$ cat src/rtl/cpu_alu_pkg.sv
// Shared types and constants for the ALU writeback stage:
// opcodes, flag bit positions and writeback FSM states.
package cpu_alu_pkg;

    localparam int XLEN_DEF  = 32;
    localparam int RADDR_DEF = 5;

    typedef enum logic [3:0] {
        ALU_ADD = 4'd0,
        ALU_ADC = 4'd1,
        ALU_SUB = 4'd2,
        ALU_MUL = 4'd3,
        ALU_AND = 4'd4,
        ALU_OR  = 4'd5,
        ALU_XOR = 4'd6,
        ALU_NOT = 4'd7,
        ALU_ASL = 4'd8,
        ALU_ASR = 4'd9,
        ALU_LSL = 4'd10,
        ALU_LSR = 4'd11
    } alu_op_e;

    localparam int FLAG_N = 3;
    localparam int FLAG_Z = 2;
    localparam int FLAG_C = 1;
    localparam int FLAG_V = 0;

    typedef enum logic [1:0] {
        ST_IDLE,
        ST_WB,
        ST_WB_LO,
        ST_WB_HI
    } wb_state_e;

    // Codes above the last shift are reserved.
    function automatic logic op_reserved(input logic [3:0] op);
        return op > 4'(ALU_LSR);
    endfunction

endpackage

$ cat src/rtl/alu_writeback_if.sv
// Upstream ALU result bus plus the writeback/status outputs of the stage.
interface alu_writeback_if #(
    parameter int XLEN  = 32,
    parameter int RADDR = 5
);
    logic             in_valid;
    logic             in_ready;
    logic [3:0]       op;
    logic [RADDR-1:0] rd;
    logic             flags_we;
    logic [XLEN-1:0]  x, y;
    logic [XLEN-1:0]  summ, sub, mult_h, mult_l;
    logic [XLEN-1:0]  zand, zor, zxor, znot;
    logic [XLEN-1:0]  ashiftl, ashiftr, lshiftl, lshiftr;
    logic             ocarry;
    logic             alu_carry;
    logic             wb_we;
    logic [RADDR-1:0] wb_addr;
    logic [XLEN-1:0]  wb_data;
    logic [3:0]       flags;
    logic             err;

    modport master (
        output in_valid, op, rd, flags_we, x, y, summ, sub, mult_h, mult_l,
               zand, zor, zxor, znot, ashiftl, ashiftr, lshiftl, lshiftr, ocarry,
        input  in_ready, alu_carry, wb_we, wb_addr, wb_data, flags, err
    );

    modport slave (
        input  in_valid, op, rd, flags_we, x, y, summ, sub, mult_h, mult_l,
               zand, zor, zxor, znot, ashiftl, ashiftr, lshiftl, lshiftr, ocarry,
        output in_ready, alu_carry, wb_we, wb_addr, wb_data, flags, err
    );
endinterface

$ cat src/rtl/alu_flag_calc.sv
// Next {N,Z,C,V} from the selected result; for MUL i_result is the low half
// and i_mult_h the high half of the product.
module alu_flag_calc
    import cpu_alu_pkg::*;
#(
    parameter int XLEN = XLEN_DEF
) (
    input  logic [3:0]      i_op,
    input  logic [XLEN-1:0] i_x,
    input  logic [XLEN-1:0] i_y,
    input  logic [XLEN-1:0] i_result,
    input  logic [XLEN-1:0] i_mult_h,
    input  logic            i_ocarry,
    input  logic [3:0]      i_flags,
    output logic [3:0]      o_flags
);
    localparam int MSB = XLEN - 1;

    logic w_n, w_z;
    assign w_n = i_result[MSB];
    assign w_z = (i_result == '0);

    always_comb begin
        o_flags = i_flags;
        case (i_op)
            ALU_ADD, ALU_ADC: begin
                o_flags[FLAG_N] = w_n;
                o_flags[FLAG_Z] = w_z;
                o_flags[FLAG_C] = i_ocarry;
                o_flags[FLAG_V] = (i_x[MSB] == i_y[MSB]) && (i_result[MSB] != i_x[MSB]);
            end
            ALU_SUB: begin
                o_flags[FLAG_N] = w_n;
                o_flags[FLAG_Z] = w_z;
                o_flags[FLAG_C] = (i_x >= i_y);
                o_flags[FLAG_V] = (i_x[MSB] != i_y[MSB]) && (i_result[MSB] != i_x[MSB]);
            end
            ALU_MUL: begin
                o_flags[FLAG_N] = i_mult_h[MSB];
                o_flags[FLAG_Z] = w_z && (i_mult_h == '0);
                o_flags[FLAG_V] = (i_mult_h != '0);
            end
            ALU_AND, ALU_OR, ALU_XOR, ALU_NOT: begin
                o_flags[FLAG_N] = w_n;
                o_flags[FLAG_Z] = w_z;
            end
            ALU_ASL, ALU_ASR, ALU_LSL, ALU_LSR: begin
                o_flags[FLAG_N] = w_n;
                o_flags[FLAG_Z] = w_z;
                o_flags[FLAG_V] = 1'b0;
            end
            default: o_flags = i_flags;
        endcase
    end
endmodule

$ cat src/rtl/alu_writeback.sv
// ALU writeback stage: selects the result, keeps the status register and
// drives the register-file write port; MUL writes rd then rd+1.
module alu_writeback
    import cpu_alu_pkg::*;
#(
    parameter int XLEN  = XLEN_DEF,
    parameter int RADDR = RADDR_DEF
) (
    input  logic          clk,
    input  logic          rst,
    alu_writeback_if.slave bus
);
    wb_state_e        r_state, w_next;
    logic [XLEN-1:0]  w_result, r_wb_data, r_hi_data;
    logic [RADDR-1:0] r_wb_addr, r_hi_addr;
    logic [3:0]       r_flags, w_flags_nxt;
    logic             r_err, w_accept, w_rsvd, w_mul, w_ready;

    assign w_rsvd   = op_reserved(bus.op);
    assign w_mul    = (bus.op == ALU_MUL);
    assign w_ready  = !rst && (r_state != ST_WB_LO);
    assign w_accept = bus.in_valid && w_ready;

    always_comb begin
        w_result = '0;
        case (bus.op)
            ALU_ADD, ALU_ADC: w_result = bus.summ;
            ALU_SUB:          w_result = bus.sub;
            ALU_MUL:          w_result = bus.mult_l;
            ALU_AND:          w_result = bus.zand;
            ALU_OR:           w_result = bus.zor;
            ALU_XOR:          w_result = bus.zxor;
            ALU_NOT:          w_result = bus.znot;
            ALU_ASL:          w_result = bus.ashiftl;
            ALU_ASR:          w_result = bus.ashiftr;
            ALU_LSL:          w_result = bus.lshiftl;
            ALU_LSR:          w_result = bus.lshiftr;
            default:          w_result = '0;
        endcase
    end

    alu_flag_calc #(.XLEN(XLEN)) u_flags (
        .i_op     (bus.op),
        .i_x      (bus.x),
        .i_y      (bus.y),
        .i_result (w_result),
        .i_mult_h (bus.mult_h),
        .i_ocarry (bus.ocarry),
        .i_flags  (r_flags),
        .o_flags  (w_flags_nxt)
    );

    // WB_LO always hands over to WB_HI; every other state behaves like IDLE on accept.
    always_comb begin
        w_next = r_state;
        case (r_state)
            ST_WB_LO: w_next = ST_WB_HI;
            default: begin
                if (!w_accept)   w_next = ST_IDLE;
                else if (w_rsvd) w_next = ST_IDLE;
                else if (w_mul)  w_next = ST_WB_LO;
                else             w_next = ST_WB;
            end
        endcase
    end

    always_ff @(posedge clk or posedge rst) begin
        if (rst) r_state <= ST_IDLE;
        else     r_state <= w_next;
    end

    always_ff @(posedge clk or posedge rst) begin
        if (rst) begin
            r_wb_addr <= '0;
            r_wb_data <= '0;
            r_hi_addr <= '0;
            r_hi_data <= '0;
            r_flags   <= '0;
            r_err     <= 1'b0;
        end else begin
            r_err <= w_accept && w_rsvd;
            if (r_state == ST_WB_LO) begin
                r_wb_addr <= r_hi_addr;
                r_wb_data <= r_hi_data;
            end else if (w_accept && !w_rsvd) begin
                r_wb_addr <= bus.rd;
                r_wb_data <= w_result;
                r_hi_addr <= bus.rd + RADDR'(1);
                r_hi_data <= bus.mult_h;
            end
            if (w_accept && !w_rsvd && bus.flags_we)
                r_flags <= w_flags_nxt;
        end
    end

    assign bus.in_ready  = w_ready;
    assign bus.alu_carry = (bus.op == ALU_ADC) && r_flags[FLAG_C];
    assign bus.wb_we     = (r_state != ST_IDLE);
    assign bus.wb_addr   = r_wb_addr;
    assign bus.wb_data   = r_wb_data;
    assign bus.flags     = r_flags;
    assign bus.err       = r_err;
endmodule

$ cat src/flat_wrapper.sv
// flat-port wrapper written by rule: the top's interface ports become plain ports
module alu_writeback_flat import cpu_alu_pkg::*;
#(
    parameter int XLEN  = XLEN_DEF,
    parameter int RADDR = RADDR_DEF
)
  (clk, rst, bus_in_valid, bus_op, bus_rd, bus_flags_we, bus_x, bus_y, bus_summ, bus_sub, bus_mult_h, bus_mult_l, bus_zand, bus_zor, bus_zxor, bus_znot, bus_ashiftl, bus_ashiftr, bus_lshiftl, bus_lshiftr, bus_ocarry, bus_in_ready, bus_alu_carry, bus_wb_we, bus_wb_addr, bus_wb_data, bus_flags, bus_err);
  alu_writeback_if #(.XLEN(XLEN), .RADDR(RADDR)) bus_i ();
  input  logic clk;
  input  logic rst;
  input wire logic [$bits(bus_i.in_valid)-1:0] bus_in_valid;
  input wire logic [$bits(bus_i.op)-1:0] bus_op;
  input wire logic [$bits(bus_i.rd)-1:0] bus_rd;
  input wire logic [$bits(bus_i.flags_we)-1:0] bus_flags_we;
  input wire logic [$bits(bus_i.x)-1:0] bus_x;
  input wire logic [$bits(bus_i.y)-1:0] bus_y;
  input wire logic [$bits(bus_i.summ)-1:0] bus_summ;
  input wire logic [$bits(bus_i.sub)-1:0] bus_sub;
  input wire logic [$bits(bus_i.mult_h)-1:0] bus_mult_h;
  input wire logic [$bits(bus_i.mult_l)-1:0] bus_mult_l;
  input wire logic [$bits(bus_i.zand)-1:0] bus_zand;
  input wire logic [$bits(bus_i.zor)-1:0] bus_zor;
  input wire logic [$bits(bus_i.zxor)-1:0] bus_zxor;
  input wire logic [$bits(bus_i.znot)-1:0] bus_znot;
  input wire logic [$bits(bus_i.ashiftl)-1:0] bus_ashiftl;
  input wire logic [$bits(bus_i.ashiftr)-1:0] bus_ashiftr;
  input wire logic [$bits(bus_i.lshiftl)-1:0] bus_lshiftl;
  input wire logic [$bits(bus_i.lshiftr)-1:0] bus_lshiftr;
  input wire logic [$bits(bus_i.ocarry)-1:0] bus_ocarry;
  output wire logic [$bits(bus_i.in_ready)-1:0] bus_in_ready;
  output wire logic [$bits(bus_i.alu_carry)-1:0] bus_alu_carry;
  output wire logic [$bits(bus_i.wb_we)-1:0] bus_wb_we;
  output wire logic [$bits(bus_i.wb_addr)-1:0] bus_wb_addr;
  output wire logic [$bits(bus_i.wb_data)-1:0] bus_wb_data;
  output wire logic [$bits(bus_i.flags)-1:0] bus_flags;
  output wire logic [$bits(bus_i.err)-1:0] bus_err;
  assign bus_i.in_valid = bus_in_valid;
  assign bus_i.op = bus_op;
  assign bus_i.rd = bus_rd;
  assign bus_i.flags_we = bus_flags_we;
  assign bus_i.x = bus_x;
  assign bus_i.y = bus_y;
  assign bus_i.summ = bus_summ;
  assign bus_i.sub = bus_sub;
  assign bus_i.mult_h = bus_mult_h;
  assign bus_i.mult_l = bus_mult_l;
  assign bus_i.zand = bus_zand;
  assign bus_i.zor = bus_zor;
  assign bus_i.zxor = bus_zxor;
  assign bus_i.znot = bus_znot;
  assign bus_i.ashiftl = bus_ashiftl;
  assign bus_i.ashiftr = bus_ashiftr;
  assign bus_i.lshiftl = bus_lshiftl;
  assign bus_i.lshiftr = bus_lshiftr;
  assign bus_i.ocarry = bus_ocarry;
  assign bus_in_ready = bus_i.in_ready;
  assign bus_alu_carry = bus_i.alu_carry;
  assign bus_wb_we = bus_i.wb_we;
  assign bus_wb_addr = bus_i.wb_addr;
  assign bus_wb_data = bus_i.wb_data;
  assign bus_flags = bus_i.flags;
  assign bus_err = bus_i.err;
  alu_writeback #(.XLEN(XLEN), .RADDR(RADDR)) u_core (.clk(clk), .rst(rst), .bus(bus_i));
endmodule
$ cat config.mk
export PLATFORM = sky130hd
export DESIGN_NAME = alu_writeback_flat
export DESIGN_NICKNAME = d
export VERILOG_FILES = /design/src/rtl/cpu_alu_pkg.sv /design/src/rtl/alu_writeback_if.sv /design/src/rtl/alu_flag_calc.sv /design/src/rtl/alu_writeback.sv /design/src/flat_wrapper.sv
export SDC_FILE = /design/constraint.sdc
export NUM_CORES = 1
export LEC_CHECK = 0
export ABC_CLOCK_PERIOD_IN_PS = 2200
export BUFFER_PORTS_ARGS = -buffer_cell sky130_fd_sc_hd__buf_2
export CAP_MARGIN = 20
export CORE_AREA = 4 4 195 197
export CTS_CLUSTER_DIAMETER = 60
export CTS_CLUSTER_SIZE = 40
export DETAILED_ROUTE_END_ITERATION = 10
export DIE_AREA = 0 0 199 201
export HOLD_SLACK_MARGIN = 0.15
export PLACE_DENSITY_LB_ADDON = 0.3
export SETUP_SLACK_MARGIN = 0.5
export SLEW_MARGIN = 10
export SYNTH_ARGS = -nofsm -noshare
export SYNTH_HDL_FRONTEND = slang
export SYNTH_SLANG_ARGS = --single-unit
export TNS_END_PERCENT = 100
$ cat constraint.sdc
create_clock -name clk -period 2.2 [get_ports clk]
set_input_delay 0.22 -clock clk [delete_from_list [all_inputs] [get_ports clk]]
set_output_delay 0.22 -clock clk [all_outputs]
set_load 0.01 [all_outputs]
==> reports/results.ini <==
[flow_run]
maxCapViolCount=0

[global_route]
grt_pass1_vias=10963
grt_max_degree=82
grtUsageTotal=0.257
use_met3=0.0351
grt_pass1_wl_um=75400
grt_busiest_layer=met2
antenna_found_initial=9
grt_overflow=0
grt_util_met2=0.462
gr-usage-met1=0.322

[detailed_routing]
vias_per_cell=5.05
vias=10514
ant_nets=0
drtIter0Drc=798
drt_wl_total_um=55600
first_pass_iters=5
routedWlPerCell_um=26.7
drc=0

[yosys]
ys_seq_elements=81
syn_avg_cell_area_sq_um=8.24
syn_inst=861
mappedNetlistArea_sq_mm=0.00710
synth.yosys.seq_area_share=0.286
ys_warn_count=0
syn_nets=1356
synth_ff_type=dfrtp_1
synth_cell_types=70
synth_edf_count=0
synth-async-reset-ratio=1.00

[cells_and_area]
final_area_sq_mm=0.0137
drive_gt1_frac=0.564
area_growth_pct=93.7
layout_common_cells=502 x buf_2, 204 x buf_4, 170 x nand2_1
fin_util=0.379
final_common_cell=buf_2
nNetsFinal=2105

[clock_network]
cts_tree=yes
path_clk_slew_ns=0.06
htree_num_levels=3
cts-root-buf=clkbuf_16
numCtsBuffers=9
insertion_delay_ns=0.34
cts_sinks=81
clockBufferDepth=2

[critical_path]
cp-end-kind=flip-flop
arrival_ns=2.26
cp_cell_sequence=buf_6 -> buf_12 -> clkinvlp_4 -> buf_4 -> a22oi_1 -> o22ai_1 -> or4_1 -> nor4_1 -> nand4_1 -> o31ai_1
path_buf_inv=4
critical_path_class=in2reg
required_ns=2.45
worst_path_dominant_cell_family=simple AND/OR/NAND/NOR gates
crit_fanout=13
critPathMaxStageDelay_ns=0.47
cpMaxStageDelayCell=or4_1
start_kind=primary input

[timing]
setup_viol=0
slew_viol_final=0
holdWs_ns=0.166
worst_clock_skew_ns=0.00456
slew_headroom=0.610
tightest_slew_ns=0.576
grt_setup_unrepaired=yes
finalHoldViolations=0
fin_crit_sh=0.916
setup_slack_ns=0.186
fmax_mhz=496
fin_crit_ns=2.01

[place]
gp_congestion=0.975
dpl_worst_slack_ns=-0.615
io_buffers=506
post-dp-hpwl_um=45900
placed_cell_area_sq_mm=0.0117

[floorplanning]
core_sq_mm=0.0363
io_pins=507
rows=70
die_w_um=199
die_area_sq_mm=0.0400
die_h_um=201
start_util=0.196

[power]
leakage_nw=7.13
ir_drop_mv=0.386
power.total_mw=6.57
cellPowerDensity_mw_per_mm2=478

[status]
status=finished, final reports clean

[min_path]
hp-class=in2reg

what timing repair did:
action	in CTS	in global routing
gates resized for setup	107	67
endpoints found under the setup margin	70	56
pin swaps	19	26
gates cloned	5	10
hold endpoints to repair	116	0
buffers inserted	27	14
hold buffers	35	0
routing by layer:
metal  up-vias  wire (um)  share of wire
met5         -         27        0.00049
met4         4       1420          0.025
met3        80       3450          0.062
met2       506      28300           0.51
met1      5136      22400           0.40
li1       4788          -              -
logic make-up after synthesis:
logic type | share of synthesized area
mux | 0.0712
compound gates | 0.287
xor+xnor | 0.00494
flops | 0.286
simple gates | 0.224
buf+inv | 0.0695
fa+ha+maj | 0.0582
cell usage after synthesis (3+ instances only):
master / count / area share
nand2_1: 178 / 0.094
a22oi_1: 83 / 0.088
dfrtp_1: 81 / 0.29
a22o_1: 35 / 0.043
inv_1: 35 / 0.019
clkbuf_1: 33 / 0.017
ha_1: 33 / 0.058
nor2_1: 33 / 0.017
o21ai_0: 29 / 0.020
mux2i_1: 22 / 0.031
a21oi_1: 21 / 0.015
nand3_1: 16 / 0.011
a21o_1: 14 / 0.015
a221oi_1: 14 / 0.017
nor2b_1: 14 / 0.012
nor4_1: 14 / 0.012
a222oi_1: 13 / 0.018
buf_2: 13 / 0.0092
mux2_2: 11 / 0.017
nand4_1: 11 / 0.0097
nor3_1: 11 / 0.0078
a32oi_1: 10 / 0.012
buf_4: 9 / 0.0095
and3_1: 8 / 0.0071
o221ai_1: 8 / 0.0099
buf_6: 7 / 0.011
a211oi_1: 6 / 0.0063
a221o_1: 6 / 0.0085
nand2b_1: 6 / 0.0053
o22ai_1: 6 / 0.0053
mux4_2: 5 / 0.016
nor3b_1: 5 / 0.0053
nor4bb_1: 5 / 0.0071
buf_1: 4 / 0.0021
o211ai_1: 4 / 0.0042
and2_1: 3 / 0.0026
and3b_1: 3 / 0.0037
mux2_1: 3 / 0.0048
o2111ai_1: 3 / 0.0037
or2_2: 3 / 0.0026
or4_1: 3 / 0.0032
layout make-up:
type	count	area [sq um]
repair buffers	804	5550
well taps	468	586
clock inverters	4	45.0
flip-flops and latches	81	2030
diodes	3	7.51
clock buffers	10	239
fillers	3828	22500
inverters	38	150
multi-input cells	676	5140
state kept, by name (all words and copies together) (netlist names):
register and count:
u_core.bus.err 1, u_core.bus.wb_addr 5, u_core.bus.flags 4, u_core.r_state 2
u_core.bus.wb_data 32, u_core.r_hi_data 32, u_core.r_hi_addr 5
metrics by stage:
step | setup TNS [ns] | instances
global placement | -5.50 | 1976
global route | 0 | 2084
detailed placement | -6.43 | 1976
floorplan | -6.34 | 861
finish | 0 | 2084
CTS | 0 | 2057
tightest hold or removal path, stage by stage:
cell and delay [ns]:
buf_2 0.12, a22oi_1 0.07, nand2_1 0.05
worst paths after layout:
| path | from | endpoint | slack (ns) | depth (start not counted) |
|---|---|---|---|---|
| min in group asynchronous | rst | u_core.bus.err$_DFF_PP0_ | 0.59 | 4 |
| worst min register to register | u_core.bus.wb_addr[3]$_DFFE_PP0P_ | u_core.bus.wb_addr[3]$_DFFE_PP0P_ | 0.46 | 2 |
| worst max register to register | u_core.r_state[0]$_DFF_PP0_ | u_core.bus.wb_data[11]$_DFFE_PP0P_ | 0.39 | 10 |
| worst min-delay path | bus_rd[2] | u_core.bus.wb_addr[2]$_DFFE_PP0P_ | 0.17 | 3 |
| worst max-delay path | bus_op[2] | u_core.bus.flags[2]$_DFFE_PP0P_ | 0.19 | 10 |
| max in group asynchronous | rst | u_core.r_hi_data[21]$_DFFE_PP0P_ | 1.21 | 4 |
power by group:
| group | internal, mW | switching (mW) | leakage [nW] |
|---|---|---|---|
| combinational | 1.54 | 1.52 | 5.96 |
| sequential | 1.81 | 0.210 | 1.02 |
| clock | 0.892 | 0.598 | 0.144 |
| total | 4.24 | 2.33 | 7.13 |
Note: power is estimated with default switching activity, not from simulation.
